==> src/rtl/heroe_pkg.sv <==
// heroe_pkg: shared codes between the obstacle generator and the collision detector
package heroe_pkg;

    typedef enum logic [2:0] {
        PR_OFF    = 3'd0,
        PR_INICIO = 3'd1,
        PR_MENU   = 3'd2,
        PR_GAME   = 3'd3,
        PR_WL     = 3'd4,
        PR_PA     = 3'd5
    } presente_t;

    typedef enum logic [1:0] {
        RES_JUEGO  = 2'b00,
        RES_PIERDE = 2'b01,
        RES_GANA   = 2'b10
    } resultado_t;

    typedef enum logic [1:0] {
        PIE      = 2'b00,
        SALTO    = 2'b01,
        AGACHADO = 2'b10
    } postura_t;

    localparam logic [4:0] TIPO_BONO = 5'd16;

endpackage

==> src/rtl/postura_heroe.sv <==
// postura_heroe: hero posture FSM with the airborne tick counter
module postura_heroe
    import heroe_pkg::*;
#(
    parameter int SALTO_TICKS = 2
) (
    input  logic     clk,
    input  logic     rst_n,
    input  logic     clr,
    input  logic     freeze,
    input  logic     tick,
    input  logic     btn_salto,
    input  logic     btn_agachar,
    output postura_t postura
);

    postura_t   est_n;
    logic [2:0] cnt, cnt_n;

    // State register: clear forces PIE, a decided game freezes the posture
    always_ff @(posedge clk) begin
        if (!rst_n || clr) begin
            postura <= PIE;
            cnt     <= 3'd0;
        end else if (!freeze) begin
            postura <= est_n;
            cnt     <= cnt_n;
        end
    end

    // Next state: jump beats crouch, airborne ignores buttons until the counter runs out
    always_comb begin
        est_n = postura;
        cnt_n = cnt;
        case (postura)
            PIE: begin
                if (btn_salto) begin
                    est_n = SALTO;
                    cnt_n = 3'(SALTO_TICKS);
                end else if (btn_agachar) begin
                    est_n = AGACHADO;
                end
            end
            SALTO: begin
                if (tick) begin
                    est_n = cnt > 3'd1 ? SALTO : PIE;
                    cnt_n = cnt > 3'd1 ? cnt - 3'd1 : 3'd0;
                end
            end
            AGACHADO: est_n = btn_agachar ? AGACHADO : PIE;
            default:  est_n = PIE;
        endcase
    end

endmodule

==> src/rtl/detector_colisiones.sv <==
// detector_colisiones: rebuilds obstacle types per slot and judges each arrival at the hero
module detector_colisiones
    import heroe_pkg::*;
#(
    parameter logic [2:0] GAME        = 3'd3,
    parameter logic [2:0] WL          = 3'd4,
    parameter int         VIDAS       = 3,
    parameter int         SALTO_TICKS = 2
) (
    input  logic        clk,
    input  logic        rst_n,
    input  logic [2:0]  presente,
    input  logic        clk_obstaculos,
    input  logic [4:0]  tipo_obs,
    input  logic [20:0] display_obs,
    input  logic [1:0]  mundo,
    input  logic        btn_salto,
    input  logic        btn_agachar,
    output logic        bono_tomado,
    output logic [1:0]  W_or_L,
    output logic [1:0]  vidas,
    output logic        golpe,
    output logic [1:0]  postura
);

    logic       clk_q, tick, activo, adv, hit;
    logic [4:0] slot0, slot1, slot2;
    postura_t   post;
    logic       unused_bits;

    // slot1 is the value slot0 takes on this tick; only the entry segments matter
    assign tick        = clk_obstaculos & ~clk_q;
    assign activo      = presente == GAME || presente == WL;
    assign adv         = tick && presente == GAME && W_or_L == RES_JUEGO;
    assign hit         = slot1 != 5'd0 && slot1 != TIPO_BONO && (slot1[0] ? post != SALTO : post != AGACHADO);
    assign postura     = post;
    assign unused_bits = ^{display_obs[13:0], slot0};

    // Tick edge, type pipeline, lives and result; leaving GAME/WL restores the reset state
    always_ff @(posedge clk) begin
        if (!rst_n || !activo) begin
            clk_q       <= 1'b0;
            slot0       <= 5'd0;
            slot1       <= 5'd0;
            slot2       <= 5'd0;
            bono_tomado <= 1'b0;
            golpe       <= 1'b0;
            W_or_L      <= RES_JUEGO;
            vidas       <= 2'(VIDAS);
        end else begin
            clk_q       <= clk_obstaculos;
            bono_tomado <= adv && slot1 == TIPO_BONO;
            golpe       <= adv && hit && vidas > 2'd1;
            if (adv) begin
                slot0 <= slot1;
                slot1 <= slot2;
                slot2 <= tipo_obs == TIPO_BONO ? TIPO_BONO : (display_obs[20:14] != 7'd0 ? tipo_obs : 5'd0);
                if (slot1 == TIPO_BONO && mundo == 2'd2)
                    W_or_L <= RES_GANA;
                if (hit) begin
                    vidas <= vidas - 2'd1;
                    if (vidas <= 2'd1)
                        W_or_L <= RES_PIERDE;
                end
            end
        end
    end

    postura_heroe #(
        .SALTO_TICKS (SALTO_TICKS)
    ) u_postura (
        .clk         (clk),
        .rst_n       (rst_n),
        .clr         (!activo),
        .freeze      (W_or_L != RES_JUEGO),
        .tick        (tick),
        .btn_salto   (btn_salto),
        .btn_agachar (btn_agachar),
        .postura     (post)
    );

endmodule

==> config.mk <==
export PLATFORM = sky130hd
export DESIGN_NAME = detector_colisiones
export DESIGN_NICKNAME = d
export VERILOG_FILES = /design/src/rtl/heroe_pkg.sv /design/src/rtl/postura_heroe.sv /design/src/rtl/detector_colisiones.sv
export SDC_FILE = /design/constraint.sdc
export NUM_CORES = 1
export LEC_CHECK = 0
export BUFFER_PORTS_ARGS = -buffer_cell sky130_fd_sc_hd__buf_2
export CORE_MARGIN = 2
export CORE_UTILIZATION = 40
export DETAILED_ROUTE_END_ITERATION = 8
export PLACE_DENSITY_LB_ADDON = 0.25
export REMOVE_ABC_BUFFERS = 1
export SETUP_SLACK_MARGIN = 0.2
export SKIP_LAST_GASP = 1
export SLEW_MARGIN = 20
export SYNTH_ARGS = -nofsm -noshare
export SYNTH_HDL_FRONTEND = slang
export SYNTH_SLANG_ARGS = --single-unit
==> constraint.sdc <==
create_clock -name clk -period 2.4 [get_ports clk]
set_input_delay 0.36 -clock clk [delete_from_list [all_inputs] [get_ports clk]]
set_output_delay 0.36 -clock clk [all_outputs]
set_load 0.05 [all_outputs]
==> results of run 1 <==
flip-flops by register name (all words and copies together) (netlist names):
name and flops:
u_postura.cnt 3, u_postura.postura 2, vidas 2, slot1 5, golpe 1, clk_q 1, bono_tomado 1, slot2 5
W_or_L 2
cells in the final DEF (no fill, tap or decap), types with 2 or more instances in the layout:
master,n
ha_1,3
nor3_1,5
nand2b_1,3
dfxtp_1,22
nand2_1,15
nor2_1,7
buf_4,2
nor4_1,4
o32ai_1,2
or3_1,2
inv_1,8
o21ai_0,2
nor3b_1,2
clkbuf_4,3
nand3b_1,3
a22oi_1,4
a21oi_1,11
a31oi_1,2
buf_2,29
metal layers:
layer | share of wire | wire length, um | up-vias
met5 | 0 | 0 | -
met3 | 0.045 | 96 | 2
li1 | - | - | 498
met4 | 0.0070 | 15 | 0
met2 | 0.51 | 1080 | 21
met1 | 0.44 | 933 | 435
worst max-delay path by stage:
stage,cells after the start,to,startpoint
floorplan,4,clk_q,presente[0]
global placement,5,bono_tomado,presente[0]
detailed placement,5,W_or_L[1],clk_obstaculos
CTS,4,W_or_L[1],W_or_L[1]
global route,4,W_or_L[1],W_or_L[1]
finish,4,W_or_L[1],W_or_L[1]
power by group:
| group | internal [W] | total [W] | switching [W] |
|---|---|---|---|
| clock | 0.000169 | 0.000279 | 0.000111 |
| combinational | 0.0000295 | 0.0000622 | 0.0000327 |
| sequential | 0.000367 | 0.000370 | 0.00000252 |
| total | 0.000565 | 0.000711 | 0.000146 |
stage by stage:
step           hold slack, ns  worst slack, ns  instances  power, W
2_1_floorplan           0.432            0.674        116  0.000411
6_report                0.305            0.793        181  0.000711
3_3_place_gp            0.444            0.827        177  0.000438
3_5_place_dp            0.449            0.787        177  0.000440
4_1_cts                 0.300            0.759        181  0.000722
5_1_grt                 0.307            0.586        181  0.000746
critical path: stages (launching register included):
cell and delay, ns:
dfxtp_1 0.41, nor4b_2 0.39, nand2_1 0.30, nor4_1 0.33
o21a_1 0.14
area by class of cell:
| class | count | share of cell area |
|---|---|---|
| well taps | 30 | 0.0295 |
| multi-input cells | 86 | 0.433 |
| flip-flops and latches | 22 | 0.346 |
| inverters | 8 | 0.0236 |
| clock inverters | 1 | 0.0236 |
| repair buffers | 31 | 0.126 |
| clock buffers | 3 | 0.0177 |
cell families (layout without fill, tap and decap cells):
group / Yosys count / in the layout / synth area share
AOI/OAI and AO/OA: 29 / 29 / 0.193
adders and majority gates: 3 / 3 / 0.0364
buffers and inverters: 11 / 43 / 0.0400
DFF: 22 / 22 / 0.427
and+or+nand+nor: 54 / 54 / 0.304
==> results.json, run 1 <==
{
  "yosys.area.top_type": "dfxtp_1",
  "vias": 956,
  "num_io_pins": 44,
  "dp_hpwl_um": 1690,
  "clk_latency_ns": 0.30,
  "crit_type": "reg2reg",
  "syn_area_um2": 1030,
  "grt-busiest-layer": "met2",
  "ir_worst_vdd_v": 0.000347,
  "track_usage": 0.159,
  "syn_inst": 119,
  "fp.dieW_um": 54.8,
  "synth-main-ff-cell": "dfxtp_1",
  "globalRouteOverflowTotal": 0,
  "cts_buffer_depth": 2,
  "final_util": 0.518,
  "num-nets-final": 191,
  "crit_required_ns": 2.66,
  "multi_input_area_um2": 551,
  "yosys-top-cells-area": "dfxtp_1 43%, nand2_1 5.5%, a21oi_1 5.3%, ha_1 3.6%, a22oi_1 2.9%",
  "drc_errors": 0,
  "reg2reg_to": "W_or_L[1]",
  "final_area_um2": 1270,
  "tritoncts": "done",
  "max_freq_mhz": 622,
  "antennaDiodeCount": 0,
  "grt_pass1_wl_um": 3450,
  "rrSetupSlack_ns": 0.79,
  "max_slew_margin": 0.573,
  "ys_types": 38,
  "hold_viol_final": 0,
  "cts_setup_buffers": 0,
  "row_count": 18,
  "r2r_start": "W_or_L[1]",
  "yosys_warnings": 0,
  "dpl_cell_area_um2": 1220,
  "finClkSkew_ns": 0.00237,
  "htreeDepth": 1,
  "io_buffers": 29,
  "cts_sinks": 22,
  "seqCellArea_um2": 440,
  "hp-start": "tipo_obs[3]",
  "critPathArrivalTime_ns": 1.86,
  "yosys.area.top_type_share": 0.427,
  "drt_iter0_drc": 7,
  "cts-root-buf": "clkbuf_4",
  "p_leak_nw": 0.503,
  "powerDensity_nw_per_um2": 560,
  "setup_viol": 0,
  "gp_congestion": 0.703,
  "drive_gt1_frac": 0.265,
  "ff2ff_path_depth": 4,
  "timing.final.crit_share": 0.670,
  "grt_antenna_before_repair": 0,
  "ys_ff_latch": 22,
  "post_cts_resized": 0,
  "grtUsageMet3": 0.0246,
  "path_clk_slew_ns": 0.12,
  "start_util": 0.420,
  "grt_max_degree": 14,
  "firstDrtPassIters": 4,
  "area_growth_syn_to_layout_pct": 23.2,
  "hold_class": "in2reg",
  "use_met2": 0.294,
  "tns_ns": 0,
  "post-route-min-period_ns": 1.61,
  "use_met1": 0.178,
  "outcome": "completed",
  "nFillCells": 246,
  "worstPathMaxFanout": 12,
  "grt_pass1_vias": 883,
  "tightest_slew_ns": 0.634,
  "die_area_um2": 3000,
  "yosysMostFrequentCell": "dfxtp_1",
  "cts_buffers": 3,
  "final_antenna_net_count": 0,
  "holdBufCountCts": 0,
  "drv_cap": 0,
  "hold_depth": 3,
  "yosysSeqAreaShare": 0.427,
  "synth_commonest_cells": "22 x dfxtp_1, 15 x nand2_1, 11 x a21oi_1",
  "min_to": "slot2[3]",
  "cp-end-kind": "flip-flop",
  "coreArea_um2": 2450,
  "synth_edf_count": 0,
  "slew_violations": 0,
  "crit_path_start_kind": "flip-flop",
  "die_y_um": 54.8,
  "viasPerCell": 5.28,
  "avgSynthCellArea_um2": 8.67,
  "synth_async_sr_flop_share": 0,
  "wl_per_cell_um": 11.8,
  "routed_wl_um": 2130,
  "rsz0062_at_grt": "no"
}
(Power assumes the default switching activity.)
==> inputs of run 2 (changes only) <==
==> constraint.sdc (replaced) <==
create_clock -name clk -period 1.6 [get_ports clk]
set_input_delay 0.24 -clock clk [delete_from_list [all_inputs] [get_ports clk]]
set_output_delay 0.24 -clock clk [all_outputs]
set_load 0.05 [all_outputs]
==> run 2 against run 1 <==
Sequential power rose by 50%. Clock-buffer cell count unchanged. Clock power is 54% higher. Sequential share of layout area is 2.0 points lower. Critical path depth did not move. Register-to-register slack worse by 0.69 ns. Highest routed layer unchanged.
==> results.json, run 2 (synthesis gave the netlist of run 1 again) <==
{
  "routed_wl_um": 2340,
  "path_clk_slew_ns": 0.13,
  "firstDrtPassIters": 3,
  "post-route-min-period_ns": 1.50,
  "die_y_um": 54.8,
  "grt_pass1_vias": 926,
  "dp_hpwl_um": 1700,
  "slowest_delay_ns": 0.58,
  "grt_antenna_before_repair": 0,
  "path_cells": "or4b_4 -> a211oi_4 -> nand2_1 -> a31oi_1",
  "rsz0062_at_grt": "yes",
  "grt_pass1_wl_um": 3650,
  "track_usage": 0.167,
  "critPathArrivalTime_ns": 1.75,
  "total_power_w": 0.00109,
  "holdBufCountCts": 0,
  "coreArea_um2": 2450,
  "finClkSkew_ns": 0.00541,
  "grt_max_degree": 14,
  "clk_latency_ns": 0.31,
  "outcome": "completed",
  "layout_common_cells": "28 x buf_2, 19 x dfxtp_1, 15 x nand2_1",
  "crit_required_ns": 1.85,
  "critPathSlowestCell": "or4b_4",
  "cp-end-kind": "flip-flop",
  "row_count": 18,
  "dpl_worst_slack_ns": 0.0616,
  "crit_path_start_kind": "flip-flop",
  "cts_buffers": 3,
  "cts-root-buf": "clkbuf_4",
  "num-nets-final": 199,
  "setup_ws_ns": 0.0988,
  "cts_buffer_depth": 2,
  "drv_cap": 0,
  "powerDensity_nw_per_um2": 800,
  "io_buffers": 29,
  "dpl_cell_area_um2": 1260,
  "tns_ns": 0,
  "crit_buf_inv": 0,
  "tightest_slew_ns": 0.457,
  "drc_errors": 0,
  "setup_viol": 0,
  "cp_top_family": "simple AND/OR/NAND/NOR gates",
  "globalRouteOverflowTotal": 0,
  "p_leak_nw": 0.544,
  "final_util": 0.554,
  "ir_worst_vdd_v": 0.000771,
  "viasPerCell": 5.28,
  "timing.final.crit_share": 0.938,
  "max_freq_mhz": 666,
  "start_util": 0.420,
  "area_growth_syn_to_layout_pct": 31.6,
  "final_common_cell": "buf_2",
  "fp.dieW_um": 54.8,
  "num_io_pins": 44,
  "drt_iter0_drc": 9,
  "drive_gt1_frac": 0.346,
  "final_area_um2": 1360,
  "gp_congestion": 0.741,
  "reg_top3": "slot1 (5), slot2 (5), u_postura.cnt (3)",
  "crit_type": "reg2reg",
  "die_area_um2": 3000,
  "slew_violations": 0,
  "tritoncts": "done",
  "antennaDiodeCount": 0,
  "final_antenna_net_count": 0,
  "hold_class": "in2reg",
  "cts_sinks": 22,
  "htreeDepth": 1,
  "worstPathMaxFanout": 5,
  "max_slew_margin": 0.693,
  "rrSetupSlack_ns": 0.1,
  "wl_per_cell_um": 12.4,
  "hold_viol_final": 0,
  "vias": 997
}
run 2: final timing paths:
path                    start  endpoint  cells past startpoint
setup / recovery    W_or_L[1]  slot2[4]                      4
hold / removal    tipo_obs[2]  slot2[2]                      3
setup reg to reg    W_or_L[1]  slot2[4]                      4
hold reg to reg      slot2[0]  slot1[0]                      2
run 2: timing repair:
action,CTS,global route
pin swaps,2,2
gates resized for setup,4,4
setup buffers,0,3
setup endpoints to repair,15,18
run 2: where the power goes:
group          switching (W)  internal, W  total, W  leakage (nW)
logic              0.0000532    0.0000504  0.000104         0.337
registers         0.00000317     0.000551  0.000554         0.179
clock network       0.000176     0.000253  0.000429        0.0279
total               0.000232     0.000855   0.00109         0.544
run 2: stage by stage:
step / hold slack (ns) / std cells
after CTS: 0.170 / 186
after global placement: 0.444 / 182
after global routing: 0.185 / 189
final: 0.175 / 189
after detailed placement: 0.449 / 182
after floorplan: 0.362 / 116
run 2: worst reg2reg max path, cell delays in order, from the launching register on:
cell      delay, ns
dfxtp_2        0.37
or4b_4         0.58
a211oi_4       0.28
nand2_1        0.09
a31oi_1        0.13
run 2: layer usage:
layer	global-route usage	up-vias	part of all wire
li1	-	512	-
met1	0.205	462	0.45
met2	0.290	21	0.50
met3	0.0246	2	0.043
met4	0.0625	0	0.0056
met5	0	-	0
run 2: layout make-up:
cell class              count  area, um2
multi-input cells          86        572
well taps                  30       37.5
flip-flops and latches     22        444
repair buffers             39        223
clock inverters             1       30.0
inverters                   8       30.0
clock buffers               3       22.5
fillers                   256       1100
==> inputs of run 3 (changes only) <==
--- a/config.mk
+++ b/config.mk
@@ -6,8 +6,10 @@
 export NUM_CORES = 1
 export LEC_CHECK = 0
 export BUFFER_PORTS_ARGS = -buffer_cell sky130_fd_sc_hd__buf_2
+export CELL_PAD_IN_SITES_DETAIL_PLACEMENT = 0
+export CELL_PAD_IN_SITES_GLOBAL_PLACEMENT = 2
 export CORE_MARGIN = 2
-export CORE_UTILIZATION = 40
+export CORE_UTILIZATION = 25
 export DETAILED_ROUTE_END_ITERATION = 8
 export PLACE_DENSITY_LB_ADDON = 0.25
 export REMOVE_ABC_BUFFERS = 1
==> run 3 against run 2 <==
Largest cell class unchanged. Critical endpoint unchanged. Sequential power is essentially flat. Combinational power about the same. Die area rose by 55%. Highest routed layer unchanged. Sequential share of layout area fell by 1.5 points.
==> results.json, run 3 (synthesis gave the netlist of run 1 again) <==
{
  "outcome": "completed",
  "rsz0062_at_grt": "yes",
  "grt_pass1_wl_um": 4120,
  "num-nets-final": 198,
  "timing.final.crit_share": 0.942,
  "drc_errors": 0,
  "post-route-min-period_ns": 1.51,
  "coreArea_um2": 4000,
  "dp_hpwl_um": 1910,
  "p_sw_frac": 0.206,
  "row_count": 23,
  "cp-end-kind": "flip-flop",
  "htreeDepth": 1,
  "hp-start": "tipo_obs[3]",
  "io_buffers": 29,
  "start_util": 0.258,
  "final_util": 0.355,
  "cts_setup_buffers": 0,
  "crit_path_start_kind": "flip-flop",
  "final_antenna_net_count": 0,
  "grt_antenna_before_repair": 0,
  "tightest_slew_ns": 0.437,
  "clkPwrFrac": 0.440,
  "cts-root-buf": "clkbuf_8",
  "antennaDiodeCount": 0,
  "fp.dieW_um": 68.3,
  "wl_per_cell_um": 11.8,
  "critPathArrivalTime_ns": 1.70,
  "tritoncts": "done",
  "area_growth_syn_to_layout_pct": 37.6,
  "worstPathMaxFanout": 5,
  "max_slew_margin": 0.706,
  "cts_sinks": 22,
  "drv_cap": 0,
  "gp_congestion": 0.732,
  "reg_top3": "slot1 (5), slot2 (5), u_postura.cnt (3)",
  "p_int_w": 0.000936,
  "crit_type": "reg2reg",
  "p_sw_w": 0.000242,
  "powerDensity_nw_per_um2": 830,
  "cts_buffer_depth": 2,
  "p_seq_frac": 0.470,
  "hold_viol_final": 0,
  "hold_class": "in2reg",
  "critPathLaunch": "W_or_L[1]",
  "die_y_um": 68.3,
  "r2r_start": "W_or_L[1]",
  "p_leak_nw": 0.556,
  "p_comb_frac": 0.091,
  "crit_required_ns": 1.80,
  "max_freq_mhz": 663,
  "track_usage": 0.118,
  "grt_max_degree": 14,
  "grt_pass1_vias": 958,
  "finClkSkew_ns": 0.00609,
  "clk_latency_ns": 0.26,
  "cts_buffers": 3,
  "die_area_um2": 4660,
  "num_io_pins": 44,
  "ir_worst_vdd_v": 0.000327,
  "routed_wl_um": 2450,
  "vias": 990,
  "path_clk_slew_ns": 0.08,
  "holdBufCountCts": 0,
  "viasPerCell": 4.76,
  "globalRouteOverflowTotal": 0,
  "firstDrtPassIters": 4,
  "drt_iter0_drc": 84,
  "layout_common_cells": "28 x buf_2, 20 x dfxtp_1, 14 x nand2_1",
  "nFillCells": 434,
  "setup_viol": 0,
  "final_common_cell": "buf_2",
  "rrSetupSlack_ns": 0.09,
  "total_power_w": 0.00118,
  "drive_gt1_frac": 0.348,
  "slew_violations": 0
}
## run 3: layout make-up
type                       instances  area [um2]  share of cell area
clock inverter                     1        30.0              0.0211
timing repair buffer              38         215               0.152
clock buffer                       3        41.3              0.0291
sequential                        22         443               0.312
tap                               50        62.6              0.0441
multi-input combinational         86         598               0.421
inverter                           8        30.0              0.0211
## run 3: path summary, 6_finish.rpt
| path | endpoint | cells after the start |
|---|---|---|
| worst max register to register | slot2[4] | 4 |
| worst min-delay path | slot2[3] | 3 |
| worst min register to register | slot1[1] | 2 |
| worst max-delay path | slot2[4] | 4 |
## run 3: worst max-delay path, cell delays in order (launching register included)
cell	delay [ns]
dfxtp_2	0.36
or4b_4	0.58
a211oi_4	0.28
nand2_1	0.10
a31oi_1	0.12
## run 3: repair_timing
item,CTS,global route
pin swaps,0,6
resized for setup,4,7
endpoints found under the hold margin,0,0
setup endpoints to repair,16,20
## run 3: through the flow
| stage | hold slack, ns | TNS [ns] | worst slack, ns | area [um2] | instances |
|---|---|---|---|---|---|
| CTS | 0.220 | 0 | 0.0771 | 1390 | 208 |
| global placement | 0.451 | 0 | 0.0668 | 1300 | 204 |
| detailed placement | 0.454 | 0 | 0.0507 | 1300 | 204 |
| finish | 0.216 | 0 | 0.0925 | 1420 | 208 |
| global route | 0.235 | 0 | 0.0267 | 1420 | 208 |
| floorplan | 0.362 | -0.274 | -0.0895 | 1020 | 116 |
## run 3: power by group through the flow
stage | clock network [W] | registers, W | logic [W]
after floorplan | 0 | 0.000571 | 0.0000461
after global placement | 0 | 0.000566 | 0.0000983
after detailed placement | 0 | 0.000566 | 0.0000995
after CTS | 0.000539 | 0.000553 | 0.000102
after global routing | 0.000558 | 0.000554 | 0.000119
final | 0.000518 | 0.000554 | 0.000107
## run 3: routing by layer
metal  GRT usage  up-vias  share of wire
met5           0        -              0
met4      0.0450        0         0.0077
met3      0.0247        2          0.040
met2       0.212       18           0.51
met1       0.135      462           0.44
li1            -      508              -
